==> config.mk <==
export PLATFORM = sky130hd
export DESIGN_NAME = fetch_unit
export DESIGN_NICKNAME = d
export VERILOG_FILES = /design/src/rtl/fetch_unit.sv
export SDC_FILE = /design/constraint.sdc
export NUM_CORES = 1
export LEC_CHECK = 0
export BUFFER_PORTS_ARGS = -buffer_cell sky130_fd_sc_hd__buf_2
export CORE_ASPECT_RATIO = 0.6
export CORE_MARGIN = 2
export CORE_UTILIZATION = 30
export CTS_BUF_LIST = sky130_fd_sc_hd__clkbuf_8
export DETAILED_ROUTE_END_ITERATION = 6
export PLACE_DENSITY = 0.55
export SYNTH_ARGS = -nofsm -noshare
export SYNTH_HDL_FRONTEND = slang
export SYNTH_SLANG_ARGS = --single-unit
==> constraint.sdc <==
create_clock -name CLK -period 5 [get_ports CLK]
set_input_delay 1 -clock CLK [delete_from_list [all_inputs] [get_ports CLK]]
set_output_delay 1 -clock CLK [all_outputs]
set_load 0.005 [all_outputs]
==> src/rtl/fetch_unit.sv <==
// Instruction-fetch stage: single-outstanding imem req/ack, prefetch FIFO and
// the IF_ID register pair, with stall (HLT) and branch redirect/flush.
module fetch_unit #(
  parameter logic [31:0] RESET_PC   = 32'h0000_0000,
  parameter int          FIFO_DEPTH = 2
) (
  input  logic        CLK,
  input  logic        RSTN,
  input  logic        HLT,
  input  logic        branch_taken,
  input  logic [31:0] branch_target,
  output logic        imem_req,
  output logic [31:0] imem_addr,
  input  logic        imem_ack,
  input  logic [31:0] imem_rdata,
  output logic [31:0] IF_ID_pc,
  output logic [31:0] IF_ID_inst
);

  localparam int PW = $clog2(FIFO_DEPTH);
  localparam int CW = PW + 1;

  typedef enum logic [1:0] {S_IDLE, S_WAIT, S_DROP} state_t;

  state_t          state;
  logic [31:0]     fetch_pc;
  logic [31:0]     req_addr;
  logic [CW-1:0]   count;
  logic [CW-1:0]   count_next;
  logic [PW-1:0]   rd_ptr;
  logic [PW-1:0]   wr_ptr;
  logic [31:0]     fifo_pc   [FIFO_DEPTH];
  logic [31:0]     fifo_inst [FIFO_DEPTH];

  logic            deliver;
  logic            bypass;
  logic            push;
  logic            pop;
  logic            room;
  logic [31:0]     target;
  logic [31:0]     pc_plus4;
  logic [31:0]     redirect_pc;

  assign imem_addr = req_addr;

  always_comb begin
    target      = branch_target & ~32'd3;
    pc_plus4    = fetch_pc + 32'd4;
    // Address of the next request once the current one resolves.
    redirect_pc = branch_taken ? target : fetch_pc;
    deliver     = (state == S_WAIT) && imem_ack && !branch_taken;
    bypass      = deliver && (count == '0) && !HLT;
    push        = deliver && !bypass;
    pop         = !branch_taken && !HLT && (count != '0);
    if (branch_taken) count_next = '0;
    else              count_next = count + CW'(push) - CW'(pop);
    room        = count_next < CW'(FIFO_DEPTH);
  end

  // Request FSM. imem_req is registered alongside the state so it never glitches.
  always_ff @(posedge CLK or negedge RSTN) begin
    if (!RSTN) begin
      state    <= S_IDLE;
      imem_req <= 1'b0;
      req_addr <= RESET_PC;
      fetch_pc <= RESET_PC;
    end else begin
      case (state)
        S_IDLE: begin
          fetch_pc <= redirect_pc;
          if (room) begin
            state    <= S_WAIT;
            imem_req <= 1'b1;
            req_addr <= redirect_pc;
          end
        end
        S_WAIT: begin
          if (branch_taken) begin
            fetch_pc <= target;
            if (imem_ack) req_addr <= target;
            else          state    <= S_DROP;
          end else if (imem_ack) begin
            fetch_pc <= pc_plus4;
            if (room) begin
              req_addr <= pc_plus4;
            end else begin
              state    <= S_IDLE;
              imem_req <= 1'b0;
            end
          end
        end
        S_DROP: begin
          // req_addr stays put until the abandoned request is acked.
          fetch_pc <= redirect_pc;
          if (imem_ack) begin
            if (room) begin
              state    <= S_WAIT;
              req_addr <= redirect_pc;
            end else begin
              state    <= S_IDLE;
              imem_req <= 1'b0;
            end
          end
        end
        default: begin
          state    <= S_IDLE;
          imem_req <= 1'b0;
        end
      endcase
    end
  end

  // NOTE: FIFO storage is not reset; count and pointers alone define which entries are valid.
  always_ff @(posedge CLK) begin
    if (push) begin
      fifo_pc[wr_ptr]   <= req_addr;
      fifo_inst[wr_ptr] <= imem_rdata;
    end
  end

  always_ff @(posedge CLK or negedge RSTN) begin
    if (!RSTN) begin
      count      <= '0;
      rd_ptr     <= '0;
      wr_ptr     <= '0;
      IF_ID_pc   <= RESET_PC;
      IF_ID_inst <= '0;
    end else begin
      count <= count_next;
      if (branch_taken) begin
        rd_ptr     <= '0;
        wr_ptr     <= '0;
        IF_ID_inst <= '0;
      end else begin
        if (push) wr_ptr <= wr_ptr + PW'(1);
        if (pop)  rd_ptr <= rd_ptr + PW'(1);
        if (!HLT) begin
          if (count != '0) begin
            IF_ID_pc   <= fifo_pc[rd_ptr];
            IF_ID_inst <= fifo_inst[rd_ptr];
          end else if (bypass) begin
            IF_ID_pc   <= req_addr;
            IF_ID_inst <= imem_rdata;
          end else begin
            IF_ID_inst <= '0;
          end
        end
      end
    end
  end

endmodule

# Word level (Yosys, flattened, before mapping)
# Memories as Yosys holds them, arrays and structs flattened.
# Index checks and enable logic that the tools add are counted.
# word_totals
reg_bits	135
memories	2
ram_bits	128
romBits	0
latchBits	0
input_bits	69
out_inout_bits	97
elab_cells	91
# op_classes
n_reduce_logical	24
shifts	0
n_lt_le_gt_ge	1
n_eq_ne	11
bitwise_logic	2
muxes	37
div_mod_pow	0
add_sub_neg	5
multipliers	0
# mem_list
memory	words	word_bits	rd	rd_ports_with_merged_regs	wr	line_no	source
fifo_inst	2	32	1	0	1	33	logic [31:0] fifo_inst [FIFO_DEPTH];
fifo_pc	2	32	1	0	1	32	logic [31:0] fifo_pc [FIFO_DEPTH];
# op_table
operator	n
32-bit two-way mux	15
32-bit one-hot mux with 3 select lines	1
32-bit one-hot mux with 2 select lines	1
32-bit by 3-bit adder with 32-bit output (second input constant)	1
2-bit two-way mux	7
3-bit inequality test (second input constant)	4
1-bit two-way mux	11
2-bit nonzero test	5
2-bit inequality test (second input constant)	4
1-bit logical AND	7
2-bit one-hot mux with 3 select lines	1
5-bit AND reduction	1
2-bit zero test	2
2-bit AND reduction	2
4-bit AND reduction	1
1-bit zero test	3
1-bit one-hot mux with 3 select lines	1
3-bit AND reduction	1
3-bit nonzero test	1
1-bit adder (second input constant)	2
2-bit by 1-bit adder with 2-bit output	1
2-bit by 1-bit == test with 1-bit output (second input constant)	1
2-bit == test (second input constant)	1
2-bit less-than comparator (second input constant)	1
other kinds (4)	5

# Logic depth before layout (Yosys ltp)
# depth
word_depth	15
mapped_depth	16
mapped_depth_nobuf	13

# Least setup slack after synthesis
# OpenSTA, ideal clock, no wires.
# synth_path
path_type	in2reg
from	input branch_taken
to	memory fifo_inst[0][0], enable pin
required_time_ns	4.513
setup_ns	0.487
setup_slack_ns	-0.116
arrival_time_ns	4.630
path_stages	6
path_buffers	3
path_cell_list	clkbuf_1 buf_2 buf_1 nor2_1 o211ai_1 nor2_1
# synth_between
elab_chain_len	8
# synth_lines
element	line_no	source
from (decl)	10	input logic branch_taken,
1-bit zero test (*)	51	deliver = (state == S_WAIT) && imem_ack && !branch_taken;
1-bit logical AND (*)	51	
1-bit logical AND (2 in a row)	52	bypass = deliver && (count == '0) && !HLT;
1-bit zero test	53	push = deliver && !bypass;
1-bit logical AND (*)	53	
1-bit two-way mux (*)	115	if (push) begin
1-bit two-way mux (not written as such) (*)	117	fifo_inst[wr_ptr] <= imem_rdata;
to (decl)	33	
# Every way passes the cells marked *; elsewhere a longest branch is shown, timed or not.

# Worst setup path in the final report
# layout_path
from	register state[1]
to	register req_addr[29], in the netlist imem_addr[29]
# layout_between
elab_chain_len	14
elab_cells_between_ends	21
classes_between	2 x add/sub; 1 x order compare; 5 x eq/ne; 4 x mux; 9 x reduce/logical
# layout_lines
element	line_no	source
from (decl)	25	state_t state;
from (signal assigned)	63	state <= S_IDLE;
from (signal assigned)	72	state <= S_WAIT;
from (signal assigned)	81	else state <= S_DROP;
2-bit by 1-bit == test with 1-bit output (*)	51	
1-bit logical AND (*) (2 in a row)	51	
1-bit logical AND (2 in a row)	52	
1-bit zero test	53	
1-bit logical AND (*)	53	
2-bit by 1-bit adder with 2-bit output (*)	56	else count_next = count + CW'(push) - CW'(pop);
2-bit by 1-bit subtractor with 2-bit output (*)	56	
2-bit two-way mux (*)	55	if (branch_taken) count_next = '0;
net count_next[1]	29	logic [CW-1:0] count_next;
2-bit less-than comparator (*)	57	room = count_next < CW'(FIFO_DEPTH);
32-bit two-way mux (2 in a row)	--	
32-bit one-hot mux with 3 select lines	68	case (state)
to (signal assigned)	74	req_addr <= redirect_pc;
to (signal assigned)	80	if (imem_ack) req_addr <= target;
to (signal assigned)	85	req_addr <= pc_plus4;
to (decl)	27	logic [31:0] req_addr;
# Mark *: on every way through the listed nets, which the timed path passes. The rest lies on a longest branch. The select of a mux whose other input is x is not followed.
# A chain may end at the register's enable or synchronous reset.

==> metrics.md <==
| Metric | Value |
|---|---|
| Arr. time, crit path | `4.22 ns` |
| FF-to-FF path depth | `14` |
| Slowest-stage cell, CP | `a21oi_1` |
| Floorplan row count | `56` |
| Crit path largest cell delay | `0.48 ns` |
| Clk_skew | `0.03083 ns` |
| Fraction of layout cells with a size suffix above 1 | `21.85%` |
| Clock transition at path regs | `0.06 ns` |
| Status | `finished clean` |
| Register area share after synthesis | `60.89%` |
| Hold Crit Endpoint | `IF_ID_pc[31]$_DFFE_PN0P_` |
| Residual DRC | `0` |
| Post-Syn Area | `0.01186 sq mm` |
| Syn Inst Count | `1031` |
| Clock Latency Late Sink | `0.58 ns` |
| Die Y-Extent | `158.0 um` |
| Gr usage total | `16.14%` |
| Die area | `0.04120 sq mm` |
| Startpoint Class | `register` |
| Critical Path RT | `5.46 ns` |
| CTS Hold Bufs | `0` |
| Dpl cell area | `0.01322 sq mm` |
| Final setup vio count | `0` |
| Share of flip-flops with an asynchronous set or reset | `51.33%` |
| RSZ-0062 raised after global routing | `no` |
| Largest net degree at the start of global routing | `79` |
| Most frequently used flop master after synthesis | `dfrtp_1` |
| Max Fclk | `265.7 MHz` |
| H-tree level count | `2` |
| Via count | `8793` |
| Gpl congestion | `0.8633` |
| Layout area overhead | `18.80%` |
| Gr ovfl total | `0` |
| CTS Sinks | `263` |
| Cell Pwr Density | `536.9 mW/mm^2` |
| Syn Area/Cell | `11.50 sq um` |
| PortBufs | `163` |
| DR iter-0 viols | `815` |
| Worst-path fanout max | `10` |
| Hold path depth | `2` |
| Final period utilization | `75.27%` |
| Nets@finish | `1253` |
| Worst hold-check path type | `reg2reg` |
| Detailed-placement wirelength estimate | `22.68 mm` |
| Synth Register Bits | `263` |
| Slew margin rel. | `25.35%` |
| Reg2reg start | `state[1]$_DFFE_PN0P_` |
| Crit-path cells | `inv_1 > ha_1 > inv_1 > nor2_1 > o211ai_1 > ha_1 > inv_1 > ha_1 > xnor3_1 > nor2_1 > buf_4 > a21oi_1 > nand2_1 > o221ai_1` |
| Reg2reg end | `imem_addr[29]$_DFFE_PN0P_` |
| HP Start | `IF_ID_pc[31]$_DFFE_PN0P_` |
| Core Area | `0.03903 sq mm` |
| Fin. max-slew vios | `0` |
| Die W | `260.7 um` |
| Drt pass-1 iters | `5` |
| Crit end category | `register` |
| Kind of critical path | `reg2reg` |
| Post-CTS setup buffer count | `0` |
| Post-synth cell types | `60` |
| Synth warn | `0` |
| Post-DRT Antenna Nets | `0` |
| PostCTS Resize Cnt | `0` |
| Worst Max-Slew Pin Slew | `1.116 ns` |
| Vias per cell | `5.068` |
| Number of global-route vias before repair | `8278` |
| Max_cap viols | `0` |
| CTS Buf Count | `44` |
| Hold Vio Cnt, Final | `0` |
| Ports | `166` |
| Drt wl/cell | `19.35 um` |
| Net count after synthesis | `1107` |
| Initial antenna violation count | `2` |
| Number of synthesized flops with an enable pin | `128` |
| Routed wire length | `33.57 mm` |
| Power Total | `7.566 mW` |
| Clock root buffer | `clkbuf_8` |
| Initial core utilization | `30.39%` |
| Leak | `5.688 nW` |
| Hold slack | `0.4715 ns` |
| Fin crit period | `3.763 ns` |
| Clock buffer depth | `3` |
| CTS tree | `yes` |
| Post-route cell area | `0.01409 sq mm` |
| Worst vdd ir | `0.0002147 V` |
| First-pass GRT wire length | `50.56 mm` |
| R2r setup slk | `1.24 ns` |
| Diode count | `0` |
==> placed cells by master (no fill, tap or decap), drive strengths merged, types with 7 or more instances in the layout <==
master	synthesis	layout
o21ai	70	70
nand4	20	20
dfrtp	135	135
ha	7	7
or4	7	7
a21oi	64	64
nand3	26	26
clkbuf	56	54
buf	26	182
nor3	18	18
xor2	9	9
clkinv	0	9
a31oi	9	9
mux2	7	7
and3	7	7
nor2b	7	7
nor2	99	99
a221o	41	41
nand2	100	100
edfxtp	128	128
mux2i	81	81
inv	14	33
nor4	9	9
o22ai	12	12
==> worst max-delay path, delay by kind of cell (launching register included) <==
kind                       cells  cell delay [ns]
xor gates and xnor gates       1             0.19
DFF                            1             0.41
adders and majority gates      3             0.74
AOI/OAI and AO/OA              3             1.06
and+or+nand+nor                3             0.71
buffers and inverters          4             0.54
==> state kept, by name (all words and copies together), names as in the netlist <==
| signal | cells |
|---|---|
| fifo_inst | 64 |
| wr_ptr | 1 |
| count | 2 |
| imem_addr | 32 |
| imem_req | 1 |
| fifo_pc | 64 |
| state | 2 |
| fetch_pc | 32 |
| rd_ptr | 1 |
| IF_ID_pc | 32 |
| IF_ID_inst | 32 |
==> through the flow <==
| stage | setup TNS [ns] | std cells | worst slack [ns] | util (%) |
|---|---|---|---|---|
| floorplan | -14.90 | 1031 | -0.1164 | - |
| global placement | 0 | 1653 | 1.023 | 33.87 |
| detailed placement | 0 | 1653 | 0.9979 | 33.87 |
| CTS | 0 | 1735 | 1.271 | 36.11 |
| global route | 0 | 1735 | 1.013 | 36.11 |
| finish | 0 | 1735 | 1.237 | 36.11 |
==> kinds of logic (layout without fill, tap and decap cells) <==
kind of cell / Yosys count / in the layout / share of synthesized area (%)
XOR/XNOR: 15 / 15 / 1.224
buffers and inverters: 96 / 278 / 3.196
AND/OR/NAND/NOR: 317 / 317 / 12.82
flip-flops: 263 / 263 / 60.89
AO/OA/AOI/OAI: 245 / 245 / 13.64
adder cells (fa/ha/maj): 7 / 7 / 0.7384
multiplexers: 88 / 88 / 7.500
==> routing by layer <==
layer	vias up	share of wire, %	GRT usage [%]
li1	4141	-	-
met2	263	40	21.73
met3	52	7.4	4.467
met4	4	1.6	4.109
met1	4333	50	24.91
met5	-	0.080	0
==> where the power goes <==
part           leakage, nW  internal, mW  switching (mW)
logic                 2.30         0.888            1.35
registers             2.87          2.81           0.636
clock network        0.517         0.982           0.899
total                 5.69          4.68            2.89
==> how the worst max path moves through the flow <==
stage                                 to                  from  cells past startpoint  slack [ns]
4_1_cts        imem_addr[29]$_DFFE_PN0P_  state[1]$_DFFE_PN0P_                     14        1.27
2_1_floorplan  fifo_inst[0][0]$_DFFE_PP_          branch_taken                      6       -0.12
3_5_place_dp   imem_addr[16]$_DFFE_PN0P_          branch_taken                     12         1.0
6_report       imem_addr[29]$_DFFE_PN0P_  state[1]$_DFFE_PN0P_                     14        1.24
3_3_place_gp   imem_addr[18]$_DFFE_PN0P_          branch_taken                     12        1.02
5_1_grt        imem_addr[29]$_DFFE_PN0P_  state[1]$_DFFE_PN0P_                     14        1.01
==> final cells by class <==
class / count / area (sq um)
sequential: 263 / 7226
multi-input combinational: 672 / 4299
timing repair buffer: 182 / 989.7
clock inverter: 28 / 127.6
tap: 522 / 653.1
fill: 3941 / 24940
clock buffer: 54 / 743.2
inverter: 14 / 52.55
==> synth_stat cells (all sizes together), types with 3 or more instances <==
library cell | count | share of area [%]
dfrtp | 135 | 28
edfxtp | 128 | 32
nand2 | 100 | 3.2
nor2 | 99 | 3.1
mux2i | 81 | 6.8
o21ai | 70 | 3.0
a21oi | 64 | 2.7
clkbuf | 56 | 1.8
a221o | 41 | 3.5
buf | 26 | 0.96
nand3 | 26 | 1.1
nand4 | 20 | 1.4
nor3 | 18 | 0.85
inv | 14 | 0.44
o22ai | 12 | 0.63
a31oi | 9 | 0.47
nor4 | 9 | 0.60
xor2 | 9 | 0.66
and3 | 7 | 0.37
ha | 7 | 0.74
mux2 | 7 | 0.66
nor2b | 7 | 0.37
or4 | 7 | 0.44
a22o | 6 | 0.44
and2 | 6 | 0.32
o211ai | 6 | 0.38
o31ai | 6 | 0.38
or3 | 6 | 0.36
a311oi | 5 | 0.37
xnor2 | 5 | 0.37
a211oi | 4 | 0.25
a21o | 4 | 0.25
nand2b | 4 | 0.21
o221ai | 4 | 0.30
a211o | 3 | 0.22
or2 | 3 | 0.16
(Power assumes the default switching activity.)
